`config.mk`:
```
export PLATFORM = sky130hd
export DESIGN_NAME = pp_gen_pipe
export DESIGN_NICKNAME = d
export VERILOG_FILES = /design/src/rtl/pp_gen_pipe.sv
export SDC_FILE = /design/constraint.sdc
export NUM_CORES = 1
export LEC_CHECK = 0
export BUFFER_PORTS_ARGS = -buffer_cell sky130_fd_sc_hd__buf_4
export CAP_MARGIN = 20
export CORE_MARGIN = 1
export CORE_UTILIZATION = 40
export DETAILED_ROUTE_END_ITERATION = 8
export GPL_TIMING_DRIVEN = 0
export HOLD_SLACK_MARGIN = 0.03
export PLACE_DENSITY = 0.59
export SLEW_MARGIN = 25
export SYNTH_ARGS = -nofsm -noshare
export SYNTH_HDL_FRONTEND = slang
export SYNTH_SLANG_ARGS = --single-unit
```
`constraint.sdc`:
```
create_clock -name clk -period 4.9 [get_ports clk]
set_input_delay 0.735 -clock clk [delete_from_list [all_inputs] [get_ports clk]]
set_output_delay 0.735 -clock clk [all_outputs]
set_load 0.02 [all_outputs]
```
`src/rtl/pp_gen_pipe.sv`:
```
// Baugh-Wooley partial-product generator, two-stage pipeline.
// Stage 1 holds an operand pair. Stage 2 holds the partial-product array,
// the exact signed product and the operand tag. The operands come either
// from the external port or from an internal exhaustive sweep counter.
// The compressor downstream adds the constants 2^DATA_W and 2^(2*DATA_W-1),
// so this block leaves them out of the array.
module pp_gen_pipe #(
  parameter int DATA_W = 8
) (
  input  logic                       clk,
  input  logic                       rst,
  input  logic                       in_valid,
  output logic                       in_ready,
  input  logic [DATA_W-1:0]          in_a,
  input  logic [DATA_W-1:0]          in_b,
  input  logic                       sweep_start,
  output logic                       sweep_busy,
  output logic                       sweep_done,
  output logic                       out_valid,
  input  logic                       out_ready,
  output logic [DATA_W*DATA_W-1:0]   pp,
  output logic [2*DATA_W-1:0]        exact,
  output logic [2*DATA_W-1:0]        out_seq
);

  localparam int PP_W = DATA_W * DATA_W;
  localparam int P_W  = 2 * DATA_W;

  localparam logic ST_EXT   = 1'b0;
  localparam logic ST_SWEEP = 1'b1;

  // Baugh-Wooley array. Bit (DATA_W*i + j) has weight 2^(i+j), where row i
  // is a b bit and column j is an a bit. A term that pairs one sign bit
  // with one magnitude bit is complemented. The sign*sign term and the
  // magnitude*magnitude terms are left as they are.
  function automatic logic [PP_W-1:0] bw_pp(input logic [DATA_W-1:0] a,
                                            input logic [DATA_W-1:0] b);
    logic [PP_W-1:0] r;
    logic            inv;
    r = '0;
    for (int i = 0; i < DATA_W; i++) begin
      for (int j = 0; j < DATA_W; j++) begin
        inv = ((i == DATA_W - 1) != (j == DATA_W - 1));
        r[DATA_W*i + j] = (a[j] & b[i]) ^ inv;
      end
    end
    return r;
  endfunction

  // Full-width two's-complement product. Both operands are sign-extended
  // first, so the low P_W bits are exact.
  function automatic logic signed [P_W-1:0] smul(input logic signed [DATA_W-1:0] a,
                                                 input logic signed [DATA_W-1:0] b);
    logic signed [P_W-1:0] ax;
    logic signed [P_W-1:0] bx;
    ax = {{DATA_W{a[DATA_W-1]}}, a};
    bx = {{DATA_W{b[DATA_W-1]}}, b};
    return ax * bx;
  endfunction

  // Control state
  logic                  state_q, state_d;
  logic [P_W-1:0]        cnt_q, cnt_d;
  logic                  vld_p1_q, vld_p1_d;
  logic                  vld_p2_q, vld_p2_d;

  // Datapath state
  logic signed [DATA_W-1:0] a_p1_q, a_p1_d;
  logic signed [DATA_W-1:0] b_p1_q, b_p1_d;
  logic [PP_W-1:0]          pp_p2_q, pp_p2_d;
  logic signed [P_W-1:0]    exact_p2_q, exact_p2_d;
  logic [P_W-1:0]           seq_p2_q, seq_p2_d;

  // Handshake terms
  logic                  in_sweep;
  logic                  src_valid;
  logic [DATA_W-1:0]     src_a;
  logic [DATA_W-1:0]     src_b;
  logic                  adv_p1;
  logic                  room_p1;
  logic                  load_p1;
  logic                  last_pair;

  // Select the operand source and work out the pipeline handshakes.
  always_comb begin
    in_sweep  = (state_q == ST_SWEEP);
    src_valid = in_sweep | in_valid;
    src_a     = in_sweep ? cnt_q[DATA_W-1:0]   : in_a;
    src_b     = in_sweep ? cnt_q[P_W-1:DATA_W] : in_b;
    // Stage 1 moves on when it is full and stage 2 either is empty or is
    // being drained this cycle.
    adv_p1    = vld_p1_q & (~vld_p2_q | out_ready);
    room_p1   = ~vld_p1_q | adv_p1;
    load_p1   = src_valid & room_p1;
    last_pair = in_sweep & (cnt_q == {P_W{1'b1}});
  end

  // Drive the externally visible control outputs.
  // in_ready and sweep_done are masked with rst: while reset is asserted
  // nothing is accepted and no sweep can finish.
  always_comb begin
    in_ready   = ~rst & ~in_sweep & room_p1;
    sweep_done = ~rst & load_p1 & last_pair;
    sweep_busy = in_sweep;
    out_valid  = vld_p2_q;
    pp         = pp_p2_q;
    exact      = exact_p2_q;
    out_seq    = seq_p2_q;
  end

  // Sweep FSM and its operand counter.
  // In SWEEP the counter is offered on every cycle and steps on each load.
  // Loading 0xFFFF ends the sweep and rewinds the counter for the next one.
  always_comb begin
    state_d = state_q;
    cnt_d   = cnt_q;
    if (state_q == ST_EXT) begin
      if (sweep_start) begin
        state_d = ST_SWEEP;
      end
    end else if (load_p1) begin
      if (last_pair) begin
        state_d = ST_EXT;
        cnt_d   = '0;
      end else begin
        cnt_d = cnt_q + 1'b1;
      end
    end
  end

  // Occupancy flags for stages 1 and 2.
  always_comb begin
    vld_p1_d = vld_p1_q;
    if (load_p1) begin
      vld_p1_d = 1'b1;
    end else if (adv_p1) begin
      vld_p1_d = 1'b0;
    end
    vld_p2_d = vld_p2_q;
    if (adv_p1) begin
      vld_p2_d = 1'b1;
    end else if (out_ready) begin
      vld_p2_d = 1'b0;
    end
  end

  // Next values for stage 1 and stage 2 data.
  // Each stage keeps its value until it is loaded again, so the outputs
  // stay frozen while downstream stalls.
  always_comb begin
    a_p1_d     = a_p1_q;
    b_p1_d     = b_p1_q;
    pp_p2_d    = pp_p2_q;
    exact_p2_d = exact_p2_q;
    seq_p2_d   = seq_p2_q;
    if (load_p1) begin
      a_p1_d = src_a;
      b_p1_d = src_b;
    end
    if (adv_p1) begin
      pp_p2_d    = bw_pp(a_p1_q, b_p1_q);
      exact_p2_d = smul(a_p1_q, b_p1_q);
      seq_p2_d   = {b_p1_q, a_p1_q};
    end
  end

  // Control registers. Reset empties both stages, returns the FSM to EXT
  // and rewinds the sweep counter.
  always_ff @(posedge clk) begin
    if (rst) begin
      state_q  <= ST_EXT;
      cnt_q    <= '0;
      vld_p1_q <= 1'b0;
      vld_p2_q <= 1'b0;
    end else begin
      state_q  <= state_d;
      cnt_q    <= cnt_d;
      vld_p1_q <= vld_p1_d;
      vld_p2_q <= vld_p2_d;
    end
  end

  // ---- stage 1: operand register ----
  // Reset is not needed here: vld_p1_q qualifies the contents.
  always_ff @(posedge clk) begin
    a_p1_q <= a_p1_d;
    b_p1_q <= b_p1_d;
  end

  // ---- stage 2: partial products, exact product, operand tag ----
  // These registers drive the ports directly, so reset clears them to zero.
  always_ff @(posedge clk) begin
    if (rst) begin
      pp_p2_q    <= '0;
      exact_p2_q <= '0;
      seq_p2_q   <= '0;
    end else begin
      pp_p2_q    <= pp_p2_d;
      exact_p2_q <= exact_p2_d;
      seq_p2_q   <= seq_p2_d;
    end
  end

endmodule

```
# [Yosys cells after proc, flatten, opt, wreduce, memory -nomap -nowiden]
# Index checks and enable logic that the tools add are counted.
[totals] regBits=131 in_bits=21 wordCells=118
[classes] n_eq_ne=1 addsub=1 reduce_logical=3 mul=1 bitwise_logic=92 n_mux=11
[op_table] op="bitwise AND 1 bit" n=71
[op_table] op="NOT 1 bit" n=18
[op_table] op="adder 16 x 1 -> 16 bit (second input constant)" n=1
[op_table] op="== test 16 bit (second input constant)" n=1
[op_table] op="multiplier 8 x 8 -> 16 bit" n=1
[op_table] op="two-way mux 16 bit" n=1
[op_table] op="two-way mux 8 bit" n=2
[op_table] op="two-way mux 1 bit" n=8
[op_table] op="nonzero test 2 bit" n=2
[op_table] op="bitwise OR 1 bit" n=3
[op_table] op="AND reduction 2 bit" n=1

# [Longest topological paths before layout]
[logic_depth] word_depth=7 ltp_mapped=17

# [Worst setup path before layout]
# No wires, ideal clock.
[synth_timing] path_type="register -> register" startpoint="register a_p1_q[7]" endpoint="register exact_p2_q[14] (netlist: exact[14])" slack_ns=0.519 stages_incl_launch_ff=18 required_time_ns=4.814 arrival_ns=4.295 setup_time_ns=0.086 cell_sequence="edfxtp_1 > clkbuf_1 > and2_1 > inv_1 > fa_1 > fa_1 > inv_1 > fa_1 > inv_1 > fa_1 > inv_1 > ha_1 > o21a_1 > o21ai_0 > nand2b_1 > o211ai_1 > xor2_1 > a211oi_1"
[synth_between] elab_chain_len=1
[synth_lines] element="from (decl)" line="68" text="logic signed [DATA_W-1:0] a_p1_q, a_p1_d;"
[synth_lines] element="from (signal assigned)" line="186" text="a_p1_q <= a_p1_d;"
[synth_lines] element="multiplier 8 x 8 -> 16 bit" line="58" text="return ax * bx;"
[synth_lines] element="to (signal assigned)" line="199" text="exact_p2_q <= exact_p2_d;"
[synth_lines] element="to (decl)" line="71" text="logic signed [P_W-1:0] exact_p2_q, exact_p2_d;"
# Every way passes these cells.
# A chain may end at the register's enable or synchronous reset.

# [Worst setup path in the final report]
[layout_timing] startpoint="register a_p1_q[1]" endpoint="register exact_p2_q[10] (netlist: exact[10])"
# Same word-level chain as after synthesis.

==> reports/results.md <==
## Layout
• 0.509 — end-of-flow core utilization
• 0 — count of inserted antenna diode cells
• 24.8% — area delta synth->final
• 1751 — number of filler instances in the final layout
• 4040 um2 — area taken by multi-input logic gates
• 1203 — post-layout instance count excluding filler cells
• 2760 um2 — register area
• 0.201 — share of cells above drive strength 1
• 9140 um2 — final std cell area, no fill
• 1067 — Layout Nets

## Synth
• sky130_fd_sc_hd__dfxtp_1 (31%), sky130_fd_sc_hd__fa_1 (15%), sky130_fd_sc_hd__nand2_1 (8.1%) — cells taking the most area after synthesis
• sky130_fd_sc_hd__dfxtp_1 — top cell type by total area after synthesis
• 16 — count of flip-flops with a built-in enable after synthesis
• 0.377 — sequential area share after synthesis
• 825 — instance count of the mapped netlist
• 0.311 — top cell type's share of synthesized area
• sky130_fd_sc_hd__nand2_1 — most frequent cell after synthesis
• 130 — count of state elements after synthesis
• 8.88 um2 — Syn Area/Cell
• 0 — yosys synthesis warning count
• 931 — Post-Syn Nets
• sky130_fd_sc_hd__nand2_1 (159), sky130_fd_sc_hd__dfxtp_1 (114), sky130_fd_sc_hd__a21oi_1 (87), sky130_fd_sc_hd__inv_1 (84), sky130_fd_sc_hd__fa_1 (55) — Post-synth top cells
• 47 — unique cell type count in the Yosys netlist
• sky130_fd_sc_hd__dfxtp_1 — commonest register cell after synthesis
• 0 — ys async rst share
• 7330 um2 — Post-Synthesis Cell Area

## Placed design
• 1174 — post-placement cell count
• 0.894 — Placer Congestion
• 15000 um — post-detailed-placement half-perimeter wirelength
• 8520 um2 — Placement Cell Area
• 120 — Buffers on Ports

## STA
• 0.00509 ns — Clock Skew
• 0 — Final setup violation count
• false — unrepaired setup endpoints after global routing
• 0.958 — Final period util
• 4.70 ns — post-layout min period
• 0.738 ns — Tightest Pin Transition
• 0 — max-slew violations
• 0 — final-report hold violation count
• 213 MHz — maximum clock frequency
• 0.508 — tightest slew margin relative to the limit

## CTS
• 0.06 ns — CTS clock-pin slew for the worst setup and hold paths
• 0 — number of hold-repair buffers added at the cts stage
• 0.43 ns — insertion delay of the later-clocked pin in the worst-skew pair
• 130 — Num Clock Sinks
• 4 — H-tree level count
• built — clock tree from TritonCTS
• 2 — number of buffers on the longest clock path
• 17 — TritonCTS Buffers
• sky130_fd_sc_hd__clkbuf_16 — clk root buf

## Worst setup path
• 10 — worst-path maximum fanout
• a_p1_q[1] — reg-to-reg startpoint
• register — type of element launching the critical path
• reg -> reg — crit path kind
• 5.28 ns — Worst EP required
• register — CP endpoint kind
• 15 — depth of the worst register-to-register path
• 0.20 ns — setup slack of the worst register-to-register path
• buf_2, nand2_1, fa_1, fa_1, inv_1, fa_1, inv_1, fa_1, inv_1, ha_1, o21ai_1, a21oi_1, o21ai_0, or4_1, nand3_1 — ordered cell list for the critical path
• sky130_fd_sc_hd__fa_1 — most repeated library cell on the critical path
• exact[10] — capturing point of the worst reg2reg path
• 0.54 ns — highest cell delay on the worst timing path
• sky130_fd_sc_hd__fa_1 — Slowest cell on crit path
• 5.07 ns — CP Data Arrival Time

## Floorplanning
• 137 um — Die Span Y
• 49 — count of standard-cell rows
• 18000 um2 — CORE AREA
• 121 — top-level port count
• 0.408 — effective utilization at floorplan
• 18900 um2 — die footprint
• 137 um — Die Span X

## Worst hold path
• pp[17] — hold_sp
• 2 — hold-critical path depth
• pp[17] — destination of the worst hold path
• reg -> reg — Tightest Hold Check Type

## Pwr
• 3.96 nW — Static Leak
• 0.399 — share of total power in combinational logic
• 0.000386 V — Max rail drop VDD
• 0.308 — Clk network pwr share
• 1.58 mW — net switching power
• 2.68 mW — cell internal pwr
• 0.370 — share of total power consumed by net switching
• 4.26 mW — total power draw
• 466 nW/um2 — pwr dens
• 0.293 — part of the power in registers

## Detailed routing
• 0 — residual DRC count
• 0 — remaining antenna violation count
• 5.00 — detail-routed via count per cell
• 16.6 um — Routed wire per std cell
• 6016 — vias
• 5 — number of optimization iterations in the first detailed-route pass
• 253 — DRC violation total after the first TritonRoute iteration
• 20000 um — WL final

## GRT
• 18 — largest net degree at the start of global routing
• 0 — number of antenna violations at the first check in global routing
• 31500 um — first-pass GRT wire length
• 0.229 — GRT Resource Usage Total
• 0 — global route overflow
• 5938 — number of global-route vias before repair

## Job
• 0 — max-capacitance violation count

## Status
• finished, final reports clean — outcome

## through the flow
stage,hold slack (ns),setup slack [ns],TNS (ns)
final,0.451,0.204,0
after global routing,0.471,0.00232,0
after CTS,0.455,0.00533,0
after detailed placement,0.447,-0.135,-0.353
after global placement,0.443,-0.118,-0.364
after floorplan,0.456,0.519,0
## critical path, delay by kind of cell (launching register included)
| kind | cells | cell delay, ns |
|---|---|---|
| fa+ha+maj | 5 | 2.42 |
| simple gates | 3 | 0.61 |
| compound gates | 3 | 0.59 |
| flops | 1 | 0.50 |
| buf+inv | 4 | 0.49 |
## per-layer routing
layer | part of all wire | GRT usage
met1 | 0.45 | 0.290
met2 | 0.48 | 0.377
met3 | 0.052 | 0.0508
met4 | 0.022 | 0.0910
met5 | 0 | 0
## cells by family after synthesis
family	share of synthesized area
DFF	0.377
AOI/OAI and AO/OA	0.100
xor gates and xnor gates	0.0311
buffers and inverters	0.0720
muxes	0.0246
adders and majority gates	0.201
and+or+nand+nor	0.194
## how the worst max path moves through the flow
stage              start   endpoint  slack [ns]
6_report       a_p1_q[1]  exact[10]        0.20
5_1_grt        a_p1_q[7]  exact[14]       0.002
4_1_cts        a_p1_q[7]  exact[15]       0.005
3_5_place_dp   a_p1_q[7]  exact[14]       -0.13
3_3_place_gp   a_p1_q[7]  exact[15]       -0.12
2_1_floorplan  a_p1_q[7]  exact[14]        0.52
## layout make-up
type,instances,share of cell area
multi-input combinational,561,0.442
buffer,44,0.0219
timing repair buffer,122,0.100
sequential,130,0.302
clock buffer,20,0.0512
tap,229,0.0313
inverter,85,0.0349
clock inverter,12,0.0160
## layout by cell type (no fill, tap or decap), types with 3 or more instances in the layout
cell type                   count
sky130_fd_sc_hd__nand2_1      159
sky130_fd_sc_hd__buf_4        123
sky130_fd_sc_hd__dfxtp_1      114
sky130_fd_sc_hd__a21oi_1       86
sky130_fd_sc_hd__inv_1         84
sky130_fd_sc_hd__fa_1          55
sky130_fd_sc_hd__and2_1        47
sky130_fd_sc_hd__nor2_1        47
sky130_fd_sc_hd__ha_1          30
sky130_fd_sc_hd__clkbuf_1      25
sky130_fd_sc_hd__nand3_1       23
sky130_fd_sc_hd__clkbuf_16     18
sky130_fd_sc_hd__mux2_2        16
sky130_fd_sc_hd__edfxtp_1      16
sky130_fd_sc_hd__xor2_1        14
sky130_fd_sc_hd__buf_2         13
sky130_fd_sc_hd__xnor2_1       12
sky130_fd_sc_hd__a211oi_1       9
sky130_fd_sc_hd__a311oi_1       7
sky130_fd_sc_hd__o21ai_0        6
sky130_fd_sc_hd__nor3_1         6
sky130_fd_sc_hd__clkinv_4       6
sky130_fd_sc_hd__o21a_1         5
sky130_fd_sc_hd__nand3b_1       3
sky130_fd_sc_hd__clkbuf_2       3
sky130_fd_sc_hd__nand2b_1       3
sky130_fd_sc_hd__and2b_1        3
sky130_fd_sc_hd__a21o_1         3
sky130_fd_sc_hd__inv_6          3
## power by group through the flow
stage / Clock [mW] / Sequential (mW) / Combinational [mW]
2_1_floorplan: 0 / 1.31 / 1.16
3_3_place_gp: 0 / 1.26 / 1.68
3_5_place_dp: 0 / 1.26 / 1.69
4_1_cts: 1.33 / 1.24 / 1.70
5_1_grt: 1.39 / 1.26 / 1.93
6_report: 1.31 / 1.25 / 1.70
## timing repair
action | in CTS | in global routing
buffers inserted | 0 | 2
resized for setup | 3 | 12
hold endpoints to repair | 0 | 0
setup endpoints to repair | 6 | 7
## sequential cells by signal (all words and copies together) (netlist names)
name and cells:
pp 63, cnt_q 16, exact 16, out_seq 16, a_p1_q 8, b_p1_q 8, out_valid 1, sweep_busy 1
vld_p1_q 1
Power figures use the tool's default switching activity.
